## config.mk

```make
export PLATFORM = sky130hd
export DESIGN_NAME = data_read_axi_fifo_flat
export DESIGN_NICKNAME = d
export VERILOG_FILES = /design/src/rtl/data_read_axi_fifo_if.sv /design/src/rtl/data_read_axi_fifo.sv /design/src/flat_wrapper.sv
export SDC_FILE = /design/constraint.sdc
export NUM_CORES = 1
export LEC_CHECK = 0
export CORE_MARGIN = 2
export CORE_UTILIZATION = 62
export DETAILED_ROUTE_END_ITERATION = 8
export MAX_ROUTING_LAYER = met4
export PLACE_DENSITY = 0.95
export SYNTH_ARGS = -nofsm -noshare
export SYNTH_HDL_FRONTEND = slang
export SYNTH_SLANG_ARGS = --single-unit
```

## constraint.sdc

```tcl
create_clock -name S_AXI_ACLK -period 8.59 [get_ports S_AXI_ACLK]
set_input_delay 2.577 -clock S_AXI_ACLK [delete_from_list [all_inputs] [get_ports S_AXI_ACLK]]
set_output_delay 2.577 -clock S_AXI_ACLK [all_outputs]
set_load 0.02 [all_outputs]
```

## src/rtl/data_read_axi_fifo_if.sv

```systemverilog
// AXI4-Lite register bus for the capture FIFO: address, data, response and read channels.
interface data_read_axi_fifo_if;
  logic [31:0] S_AXI_AWADDR;
  logic        S_AXI_AWVALID;
  logic        S_AXI_AWREADY;
  logic [31:0] S_AXI_WDATA;
  logic [3:0]  S_AXI_WSTRB;
  logic        S_AXI_WVALID;
  logic        S_AXI_WREADY;
  logic [1:0]  S_AXI_BRESP;
  logic        S_AXI_BVALID;
  logic        S_AXI_BREADY;
  logic [31:0] S_AXI_ARADDR;
  logic        S_AXI_ARVALID;
  logic        S_AXI_ARREADY;
  logic [31:0] S_AXI_RDATA;
  logic [1:0]  S_AXI_RRESP;
  logic        S_AXI_RVALID;
  logic        S_AXI_RREADY;

  modport slave (
    input  S_AXI_AWADDR, S_AXI_AWVALID, S_AXI_WDATA, S_AXI_WSTRB, S_AXI_WVALID,
    input  S_AXI_BREADY, S_AXI_ARADDR, S_AXI_ARVALID, S_AXI_RREADY,
    output S_AXI_AWREADY, S_AXI_WREADY, S_AXI_BRESP, S_AXI_BVALID,
    output S_AXI_ARREADY, S_AXI_RDATA, S_AXI_RRESP, S_AXI_RVALID
  );

  modport master (
    output S_AXI_AWADDR, S_AXI_AWVALID, S_AXI_WDATA, S_AXI_WSTRB, S_AXI_WVALID,
    output S_AXI_BREADY, S_AXI_ARADDR, S_AXI_ARVALID, S_AXI_RREADY,
    input  S_AXI_AWREADY, S_AXI_WREADY, S_AXI_BRESP, S_AXI_BVALID,
    input  S_AXI_ARREADY, S_AXI_RDATA, S_AXI_RRESP, S_AXI_RVALID
  );
endinterface

```

## src/rtl/data_read_axi_fifo.sv

```systemverilog
// Capture FIFO drained over AXI4-Lite: DATA pop, STATUS with W1C stickies, CTRL, THRESH, level IRQ.
//   state     | meaning
//   CH_IDLE   | no request seen, ready low
//   CH_ACCEPT | ready high for one cycle, request taken if still valid
//   CH_RESP   | response valid, held until the master takes it
module data_read_axi_fifo #(
  parameter int DATA_WIDTH = 32,
  parameter int FIFO_DEPTH = 16
) (
  input  logic                  S_AXI_ACLK,
  input  logic                  S_AXI_ARESETN,
  data_read_axi_fifo_if.slave   s_axi,
  input  logic [DATA_WIDTH-1:0] IN_DATA,
  input  logic                  IN_VALID,
  output logic                  IRQ
);
  localparam int AW = $clog2(FIFO_DEPTH);
  localparam int LW = AW + 1;

  typedef enum logic [1:0] {CH_IDLE, CH_ACCEPT, CH_RESP} ch_state_t;

  ch_state_t wr_state, wr_next, rd_state, rd_next;

  logic [DATA_WIDTH-1:0] mem [FIFO_DEPTH];
  logic [AW-1:0]         wr_ptr, rd_ptr;
  logic [LW-1:0]         level;
  logic                  ctrl_en, ovf_q, ufl_q, irq_q;
  logic [15:0]           thresh_q;
  logic [31:0]           rdata_q, rd_word;

  logic       wr_fire, rd_fire;
  logic [1:0] wr_sel, rd_sel;
  logic       is_empty, is_full, flush, push_req, push, pop;
  logic       ovf_set, ufl_set, ovf_clr, ufl_clr;
  logic       unused_ok;

  always_ff @(posedge S_AXI_ACLK or negedge S_AXI_ARESETN) begin
    if (!S_AXI_ARESETN) begin
      wr_state <= CH_IDLE;
      rd_state <= CH_IDLE;
    end else begin
      wr_state <= wr_next;
      rd_state <= rd_next;
    end
  end

  always_comb begin
    wr_next = wr_state;
    rd_next = rd_state;
    case (wr_state)
      CH_IDLE:   if (s_axi.S_AXI_AWVALID && s_axi.S_AXI_WVALID) wr_next = CH_ACCEPT;
      CH_ACCEPT: wr_next = (s_axi.S_AXI_AWVALID && s_axi.S_AXI_WVALID) ? CH_RESP : CH_IDLE;
      CH_RESP:   if (s_axi.S_AXI_BREADY) wr_next = CH_IDLE;
      default:   wr_next = CH_IDLE;
    endcase
    case (rd_state)
      CH_IDLE:   if (s_axi.S_AXI_ARVALID) rd_next = CH_ACCEPT;
      CH_ACCEPT: rd_next = s_axi.S_AXI_ARVALID ? CH_RESP : CH_IDLE;
      CH_RESP:   if (s_axi.S_AXI_RREADY) rd_next = CH_IDLE;
      default:   rd_next = CH_IDLE;
    endcase
  end

  assign s_axi.S_AXI_AWREADY = (wr_state == CH_ACCEPT);
  assign s_axi.S_AXI_WREADY  = (wr_state == CH_ACCEPT);
  assign s_axi.S_AXI_BVALID  = (wr_state == CH_RESP);
  assign s_axi.S_AXI_BRESP   = 2'b00;
  assign s_axi.S_AXI_ARREADY = (rd_state == CH_ACCEPT);
  assign s_axi.S_AXI_RVALID  = (rd_state == CH_RESP);
  assign s_axi.S_AXI_RRESP   = 2'b00;
  assign s_axi.S_AXI_RDATA   = rdata_q;
  assign IRQ                 = irq_q;

  assign wr_fire  = (wr_state == CH_ACCEPT) && s_axi.S_AXI_AWVALID && s_axi.S_AXI_WVALID;
  assign rd_fire  = (rd_state == CH_ACCEPT) && s_axi.S_AXI_ARVALID;
  assign wr_sel   = s_axi.S_AXI_AWADDR[3:2];
  assign rd_sel   = s_axi.S_AXI_ARADDR[3:2];

  assign is_empty = (level == '0);
  assign is_full  = (level == LW'(FIFO_DEPTH));
  assign flush    = wr_fire && (wr_sel == 2'd2) && s_axi.S_AXI_WDATA[1];
  // A flush on the same edge swallows any incoming word.
  assign push_req = IN_VALID && ctrl_en && !flush;
  assign pop      = rd_fire && (rd_sel == 2'd0) && !is_empty;
  assign push     = push_req && (!is_full || pop);
  assign ovf_set  = push_req && is_full && !pop;
  assign ufl_set  = rd_fire && (rd_sel == 2'd0) && is_empty;
  assign ovf_clr  = wr_fire && (wr_sel == 2'd1) && s_axi.S_AXI_WDATA[2];
  assign ufl_clr  = wr_fire && (wr_sel == 2'd1) && s_axi.S_AXI_WDATA[3];

  always_comb begin
    rd_word = '0;
    case (rd_sel)
      2'd0:    rd_word = pop ? 32'(mem[rd_ptr]) : 32'd0;
      2'd1:    rd_word = {16'(level), 12'd0, ufl_q, ovf_q, is_full, is_empty};
      2'd2:    rd_word = {31'd0, ctrl_en};
      default: rd_word = {16'd0, thresh_q};
    endcase
  end

  always_ff @(posedge S_AXI_ACLK or negedge S_AXI_ARESETN) begin
    if (!S_AXI_ARESETN) begin
      wr_ptr   <= '0;
      rd_ptr   <= '0;
      level    <= '0;
      ctrl_en  <= 1'b0;
      ovf_q    <= 1'b0;
      ufl_q    <= 1'b0;
      thresh_q <= '0;
      rdata_q  <= '0;
      irq_q    <= 1'b0;
    end else begin
      if (flush) begin
        wr_ptr <= '0;
        rd_ptr <= '0;
        level  <= '0;
      end else begin
        if (push) wr_ptr <= wr_ptr + AW'(1);
        if (pop)  rd_ptr <= rd_ptr + AW'(1);
        if (push && !pop)      level <= level + LW'(1);
        else if (pop && !push) level <= level - LW'(1);
      end
      // Set events take priority over a same-edge W1C.
      ovf_q <= ovf_set | (ovf_q & ~ovf_clr);
      ufl_q <= ufl_set | (ufl_q & ~ufl_clr);
      if (wr_fire && (wr_sel == 2'd2)) ctrl_en  <= s_axi.S_AXI_WDATA[0];
      if (wr_fire && (wr_sel == 2'd3)) thresh_q <= s_axi.S_AXI_WDATA[15:0];
      if (rd_fire) rdata_q <= rd_word;
      irq_q <= ovf_q | (ctrl_en && (thresh_q != 16'd0) && (16'(level) >= thresh_q));
    end
  end

  always_ff @(posedge S_AXI_ACLK) begin
    if (push) mem[wr_ptr] <= IN_DATA;
  end

  assign unused_ok = ^{s_axi.S_AXI_AWADDR[31:4], s_axi.S_AXI_AWADDR[1:0],
                       s_axi.S_AXI_ARADDR[31:4], s_axi.S_AXI_ARADDR[1:0],
                       s_axi.S_AXI_WDATA[31:16], s_axi.S_AXI_WSTRB};
endmodule
```

## src/flat_wrapper.sv

```systemverilog
// flat-port wrapper written by rule: the top's interface ports become plain ports
module data_read_axi_fifo_flat 
#(
  parameter int DATA_WIDTH = 32,
  parameter int FIFO_DEPTH = 16
)
  (S_AXI_ACLK, S_AXI_ARESETN, IN_DATA, IN_VALID, IRQ, s_axi_S_AXI_AWADDR, s_axi_S_AXI_AWVALID, s_axi_S_AXI_WDATA, s_axi_S_AXI_WSTRB, s_axi_S_AXI_WVALID, s_axi_S_AXI_BREADY, s_axi_S_AXI_ARADDR, s_axi_S_AXI_ARVALID, s_axi_S_AXI_RREADY, s_axi_S_AXI_AWREADY, s_axi_S_AXI_WREADY, s_axi_S_AXI_BRESP, s_axi_S_AXI_BVALID, s_axi_S_AXI_ARREADY, s_axi_S_AXI_RDATA, s_axi_S_AXI_RRESP, s_axi_S_AXI_RVALID);
  data_read_axi_fifo_if s_axi_i ();
  input  logic S_AXI_ACLK;
  input  logic S_AXI_ARESETN;
  input  logic [DATA_WIDTH-1:0] IN_DATA;
  input  logic IN_VALID;
  output logic IRQ;
  input wire logic [$bits(s_axi_i.S_AXI_AWADDR)-1:0] s_axi_S_AXI_AWADDR;
  input wire logic [$bits(s_axi_i.S_AXI_AWVALID)-1:0] s_axi_S_AXI_AWVALID;
  input wire logic [$bits(s_axi_i.S_AXI_WDATA)-1:0] s_axi_S_AXI_WDATA;
  input wire logic [$bits(s_axi_i.S_AXI_WSTRB)-1:0] s_axi_S_AXI_WSTRB;
  input wire logic [$bits(s_axi_i.S_AXI_WVALID)-1:0] s_axi_S_AXI_WVALID;
  input wire logic [$bits(s_axi_i.S_AXI_BREADY)-1:0] s_axi_S_AXI_BREADY;
  input wire logic [$bits(s_axi_i.S_AXI_ARADDR)-1:0] s_axi_S_AXI_ARADDR;
  input wire logic [$bits(s_axi_i.S_AXI_ARVALID)-1:0] s_axi_S_AXI_ARVALID;
  input wire logic [$bits(s_axi_i.S_AXI_RREADY)-1:0] s_axi_S_AXI_RREADY;
  output wire logic [$bits(s_axi_i.S_AXI_AWREADY)-1:0] s_axi_S_AXI_AWREADY;
  output wire logic [$bits(s_axi_i.S_AXI_WREADY)-1:0] s_axi_S_AXI_WREADY;
  output wire logic [$bits(s_axi_i.S_AXI_BRESP)-1:0] s_axi_S_AXI_BRESP;
  output wire logic [$bits(s_axi_i.S_AXI_BVALID)-1:0] s_axi_S_AXI_BVALID;
  output wire logic [$bits(s_axi_i.S_AXI_ARREADY)-1:0] s_axi_S_AXI_ARREADY;
  output wire logic [$bits(s_axi_i.S_AXI_RDATA)-1:0] s_axi_S_AXI_RDATA;
  output wire logic [$bits(s_axi_i.S_AXI_RRESP)-1:0] s_axi_S_AXI_RRESP;
  output wire logic [$bits(s_axi_i.S_AXI_RVALID)-1:0] s_axi_S_AXI_RVALID;
  assign s_axi_i.S_AXI_AWADDR = s_axi_S_AXI_AWADDR;
  assign s_axi_i.S_AXI_AWVALID = s_axi_S_AXI_AWVALID;
  assign s_axi_i.S_AXI_WDATA = s_axi_S_AXI_WDATA;
  assign s_axi_i.S_AXI_WSTRB = s_axi_S_AXI_WSTRB;
  assign s_axi_i.S_AXI_WVALID = s_axi_S_AXI_WVALID;
  assign s_axi_i.S_AXI_BREADY = s_axi_S_AXI_BREADY;
  assign s_axi_i.S_AXI_ARADDR = s_axi_S_AXI_ARADDR;
  assign s_axi_i.S_AXI_ARVALID = s_axi_S_AXI_ARVALID;
  assign s_axi_i.S_AXI_RREADY = s_axi_S_AXI_RREADY;
  assign s_axi_S_AXI_AWREADY = s_axi_i.S_AXI_AWREADY;
  assign s_axi_S_AXI_WREADY = s_axi_i.S_AXI_WREADY;
  assign s_axi_S_AXI_BRESP = s_axi_i.S_AXI_BRESP;
  assign s_axi_S_AXI_BVALID = s_axi_i.S_AXI_BVALID;
  assign s_axi_S_AXI_ARREADY = s_axi_i.S_AXI_ARREADY;
  assign s_axi_S_AXI_RDATA = s_axi_i.S_AXI_RDATA;
  assign s_axi_S_AXI_RRESP = s_axi_i.S_AXI_RRESP;
  assign s_axi_S_AXI_RVALID = s_axi_i.S_AXI_RVALID;
  data_read_axi_fifo #(.DATA_WIDTH(DATA_WIDTH), .FIFO_DEPTH(FIFO_DEPTH)) u_core (.S_AXI_ACLK(S_AXI_ACLK), .S_AXI_ARESETN(S_AXI_ARESETN), .s_axi(s_axi_i), .IN_DATA(IN_DATA), .IN_VALID(IN_VALID), .IRQ(IRQ));
endmodule
```

# Yosys cells after proc, flatten, opt, wreduce, memory -nomap -nowiden
# Memories as Yosys holds them, arrays and structs flattened.
# Cells that the tools add are included.
# totals
reg_bits	69
latch_bits	0
ram_bits	512
mem_bits_ro	0
in_bits	140
out_inout_bits	42
wordCells	95
mem_count	1
# op_classes
n_addsub	4
n_mul	0
div	0
magnitude_cmp	1
n_eq_ne	14
n_shift	0
muxes	19
bitwise	7
reduce_logical	38
# memory_table
memory	words	word_bits	rd	rd_ports_with_merged_regs	wr	line_no	source
u_core.mem	16	32	1	0	1	data_read_axi_fifo.sv:24	logic [DATA_WIDTH-1:0] mem [FIFO_DEPTH];
# op_table
op	n
32-bit one-hot mux with 3 select lines	1
32-bit two-way mux	1
1-bit logical AND	22
5-bit by 16-bit >= comparator with 1-bit output	1
4-bit two-way mux	4
16-bit nonzero test	1
5-bit two-way mux	3
2-bit two-way mux	6
2-bit one-hot mux with 3 select lines	2
2-bit equality test (second input constant)	5
4-bit by 1-bit adder with 4-bit output (second input constant)	2
2-bit by 1-bit equality test with 1-bit output (second input constant)	4
2-bit logical NOT	3
2-bit inequality test (second input constant)	3
5-bit by 1-bit adder with 5-bit output (second input constant)	1
5-bit equality test (second input constant)	1
1-bit logical NOT	5
5-bit logical NOT	1
5-bit by 1-bit subtractor with 5-bit output (second input constant)	1
2-bit AND reduction	2
2-bit nonzero test	2
1-bit bitwise OR	3
3-bit nonzero test	1
1-bit AND	2
other kinds (4)	6

# Logic depth before layout (Yosys ltp)
# depth
ltp_word	13
ltp_mapped	13
depth_no_buf	11

# Least setup slack after synthesis
# Ideal clock, no wire load.
# synth_timing
path_kind	in2reg
startpoint	input s_axi_S_AXI_ARADDR[3]
endpoint	memory u_core.mem[3][0], enable pin
setup_time_ns	0.461
arrival_time_ns	5.914
t_required_ns	8.129
path_slack_ns	2.215
cell_stages	6
path_buffers	2
cell_sequence	clkbuf_1 o311ai_0 and4_1 buf_2 nand2_1 nor3_1
# synth_between
elab_chain_cells	7
# synth_lines
element	line_no	source
start: declaration	flat_wrapper.sv:20	input wire logic [$bits(s_axi_i.S_AXI_ARADDR)-1:0] s_axi_S_AXI_ARADDR;
2-bit logical NOT	data_read_axi_fifo.sv:84	assign pop = rd_fire && (rd_sel == 2'd0) && !is_empty;
1-bit logical AND (2 in series)	data_read_axi_fifo.sv:84	
1-bit logical OR	data_read_axi_fifo.sv:85	assign push = push_req && (!is_full || pop);
1-bit logical AND	data_read_axi_fifo.sv:85	
1-bit two-way mux	data_read_axi_fifo.sv:134	if (push) mem[wr_ptr] <= IN_DATA;
1-bit two-way mux (not written as such)	data_read_axi_fifo.sv:134	
end: declaration	data_read_axi_fifo.sv:24	
# No other way between the ends.

# Final worst setup path
# layout_timing
startpoint	input s_axi_S_AXI_ARADDR[3]
endpoint	memory u_core.mem[0][20], enable pin
# The elaborated chain is that of the path after synthesis.

==> summary.md <==
| Metric | Value |
|---|---|
| Syn avg cell area | 20.38 µm² |
| Global route total overflow | 0 |
| Clock power frac | 34.1% |
| Netlist Area Pre-Place | 22,810 µm² |
| FP Rows | 70 |
| Share of layout cells above drive strength 1 | 22.10% |
| Unrepaired setup endpoints after global routing | no |
| CP Cell Sequence | clkdlybuf4s50_1 -> o311ai_0 -> and4_1 -> nand2_1 -> nor3_2 -> buf_4 |
| Overall routing resource usage | 29.68% |
| WP data required | 8820 ps |
| Clock Sink Count | 581 |
| Hold-fix buffers, CTS | 0 |
| Crit path max fanout | 24 |
| Peak Freq | 0.1699 GHz |
| CP Class | in2reg |
| CORE AREA | 36,430 µm² |
| EDFF count, synth | 512 |
| VDD IR max | 0.2604 mV |
| Post-CTS sizing | 0 |
| Outcome | completed |
| R2R Setup Slk | 4850 ps |
| R2R depth | 6 |
| Total stage count of the critical path | 6 |
| Worst R2R Start | u_core.rd_state[1] |
| Slowest cell on crit path | nor3_2 |
| DP HPWL | 27,830 µm |
| Max-Cap Viols | 0 |
| Period utilisation layout | 68.54% |
| Die H | 195.8 µm |
| R2R Path End | u_core.mem[0][20] |
| PortBufs | 97 |
| Main flop type after synthesis | edfxtp_1 |
| CTS max path bufs | 3 |
| Cells after Synth | 1,119 |
| Startpoint types | primary input |
| Tmin final | 5887 ps |
| FF+latch count, synth | 581 |
| Nets | 1,387 |
| Worst Hold Slack | 469.5 ps |
| TritonCTS Buffers | 53 |
| Worst Clk Skew | 21.14 ps |
| Synth area leader | edfxtp_1 |
| Antenna viol nets, final | 0 |
| Post-CTS Setup Bufs | 0 |
| Hold Path Class | reg2reg |
| Hold Fails Final Rpt | 0 |
| Setup TNS | 0 ps |
| Pint | 0.005453 W |
| Post-synthesis sequential area ratio | 74.98% |
| Worst skew pair latency | 600 ps |
| WHS Path Cells | 1 |
| CTS tree | built |
| Top post-synthesis cells by count | edfxtp_1 (512), mux4_2 (124), dfrtp_1 (69) |
| Slew headroom | 25.20% |
| Root Buffer | clkbuf_16 |
| Sw Share | 26.03% |
| Delay-heaviest family, CP | simple AND/OR/NAND/NOR gates |
| Iteration-0 DRC Markers | 1,422 |
| Count of different cell masters after synthesis | 50 |
| Critical Path AT | 6120 ps |
| Vias in the first global route | 12,623 |
| Combinational power share | 19.4% |
| I/O pin cnt | 182 |
| Synth top area share | 67.41% |
| Worst-Margin Slew | 1116 ps |
| Area grow syn2layout | 15.10% |
| Pwr/cell area | 280.8 nW/µm² |
| Vias | 11,955 |
| Initial antenna violation count | 3 |
| Pin count of the biggest net entering global routing | 72 |
| Die span in x | 195.8 µm |
| DR WL/cell | 30.86 µm |
| CP endpoint kind | flip-flop |
| Worst path max stage delay | 910 ps |
| Crit path buf inv count | 2 |
| Pre-CTS setup slack | 2156 ps |
| Final setup violation count | 0 |
| First-pass GRT wire length | 79,490 µm |
| Vias per cell | 6.843 |
| Seq pwr share | 46.5% |
| Async set-reset flop share out of synthesis | 11.88% |
| Remaining DRCs | 0 |
| Final slew viol count | 0 |
| Most common cell in the synthesized netlist | edfxtp_1 |
| TritonRoute pass-1 iters | 5 |
| Final setup margin | 2703 ps |
| RD Place Congestion | 0.8514 |
| Synth area leaders | edfxtp_1 (67%), mux4_2 (12%), dfrtp_1 (7.6%) |
| CTS HTree Levels | 2 |
| P_leak | 8.596 nW |
| Net Switching | 0.001918 W |
| Synth Warn # | 0 |
| WHS Endpoint | u_core.wr_state[0] |
| Hold_sp | u_core.wr_state[0] |
| Die ar. | 38,340 µm² |
| Clk slew on worst S/H paths | 70 ps |
| Starting density of the core | 62.60% |
| Routed wire length | 53,910 µm |
worst reg2reg max path, delay by kind of cell (launching register included):
| family | cells | cell delay, ps |
|---|---|---|
| buffers and inverters | 1 | 580 |
| and+or+nand+nor | 4 | 1990 |
| DFF | 1 | 410 |
| AOI/OAI and AO/OA | 1 | 400 |
flip-flops by register name, summed over array words and instances, names as in the netlist:
| register | count |
|---|---|
| u_core.IRQ | 1 |
| u_core.rd_ptr | 4 |
| u_core.mem | 512 |
| u_core.ctrl_en | 1 |
| u_core.wr_state | 2 |
| u_core.thresh_q | 16 |
| u_core.ovf_q | 1 |
| u_core.s_axi.S_AXI_RDATA | 32 |
| u_core.rd_state | 2 |
| u_core.wr_ptr | 4 |
| u_core.ufl_q | 1 |
| u_core.level | 5 |
routing by layer:
| layer | part of all wire, % | vias to the layer above | wire (µm) | global-route usage [%] |
|---|---|---|---|---|
| li1 | - | 4801 | - | - |
| met1 | 36 | 6211 | 19260 | 36.69 |
| met2 | 52 | 793 | 28130 | 49.74 |
| met3 | 8.2 | 150 | 4439 | 4.452 |
| met4 | 3.9 | 0 | 2081 | 12.91 |
| met5 | 0 | - | 0 | - |
power by group through the flow:
stage,registers (W),clock network [W],logic [W]
after floorplan,0.00342,0,0.00100
after global placement,0.00345,0,0.00133
after detailed placement,0.00347,0,0.00139
after CTS,0.00342,0.00253,0.00145
after global routing,0.00344,0.00263,0.00154
final,0.00343,0.00251,0.00143
worst max-delay path by stage:
stage	slack, ps	startpoint	to
6_report	2700	s_axi_S_AXI_ARADDR[3]	u_core.mem[0][20]
3_5_place_dp	2160	s_axi_S_AXI_ARADDR[3]	u_core.mem[0][27]
3_3_place_gp	2290	s_axi_S_AXI_ARADDR[3]	u_core.mem[0][27]
2_1_floorplan	2220	s_axi_S_AXI_ARADDR[3]	u_core.mem[3][0]
5_1_grt	2560	s_axi_S_AXI_ARADDR[3]	u_core.mem[0][20]
4_1_cts	2750	s_axi_S_AXI_ARADDR[3]	u_core.mem[0][20]
stage by stage:
step	cell area, µm²	utilization [%]	std cells	total power [W]
after detailed placement	24370	66.90	1644	0.004868
after CTS	26240	72.03	1744	0.007395
final	26250	72.05	1747	0.007371
after global routing	26250	72.05	1747	0.007609
after floorplan	22820	-	1122	0.004424
after global placement	24370	66.90	1644	0.004789
cell type report:
class | instances | area, µm²
flip-flops and latches | 581 | 17120
fillers | 1955 | 10180
multi-input cells | 461 | 5475
clock buffers | 72 | 1458
repair buffers | 121 | 1149
well taps | 468 | 585.6
clock inverters | 28 | 410.4
inverters | 13 | 48.80
diodes | 3 | 7.507
logic make-up (layout without fill, tap and decap cells):
group	after synthesis	in the layout	share of synthesized area, %
buf+inv	80	234	1.596
flops	581	581	74.98
simple gates	124	124	2.644
compound gates	109	109	3.155
mux	200	200	16.39
fa+ha+maj	16	16	0.9107
other cells	1	7	0.01644
xor+xnor	8	8	0.3072
cell usage in the layout, fill, tap and decap left out, drive strengths merged, types with 2 or more instances in the layout:
master         synthesis  layout
edfxtp               512     512
mux4                 133     133
clkdlybuf4s50          0      96
clkbuf                30      72
dfrtp                 69      69
a21oi                 49      49
nor2                  43      43
mux2i                 37      37
mux2                  30      30
nand2                 28      28
buf                   37      25
clkinv                 0      17
nor2b                 15      15
ha                    15      15
inv                   13      14
a22o                  12      12
o211ai                12      12
a211oi                11      11
bufinv                 0      10
o21ai                  7       7
nor3                   6       6
a21o                   5       5
nand2b                 5       5
and3                   5       5
a221o                  5       5
xnor2                  4       4
xor2                   4       4
nor4                   4       4
nand3                  4       4
conb                   1       4
diode                  0       3
nand3b                 3       3
nand4                  2       2
a22oi                  2       2
and2                   2       2
(Power assumes the default switching activity.)
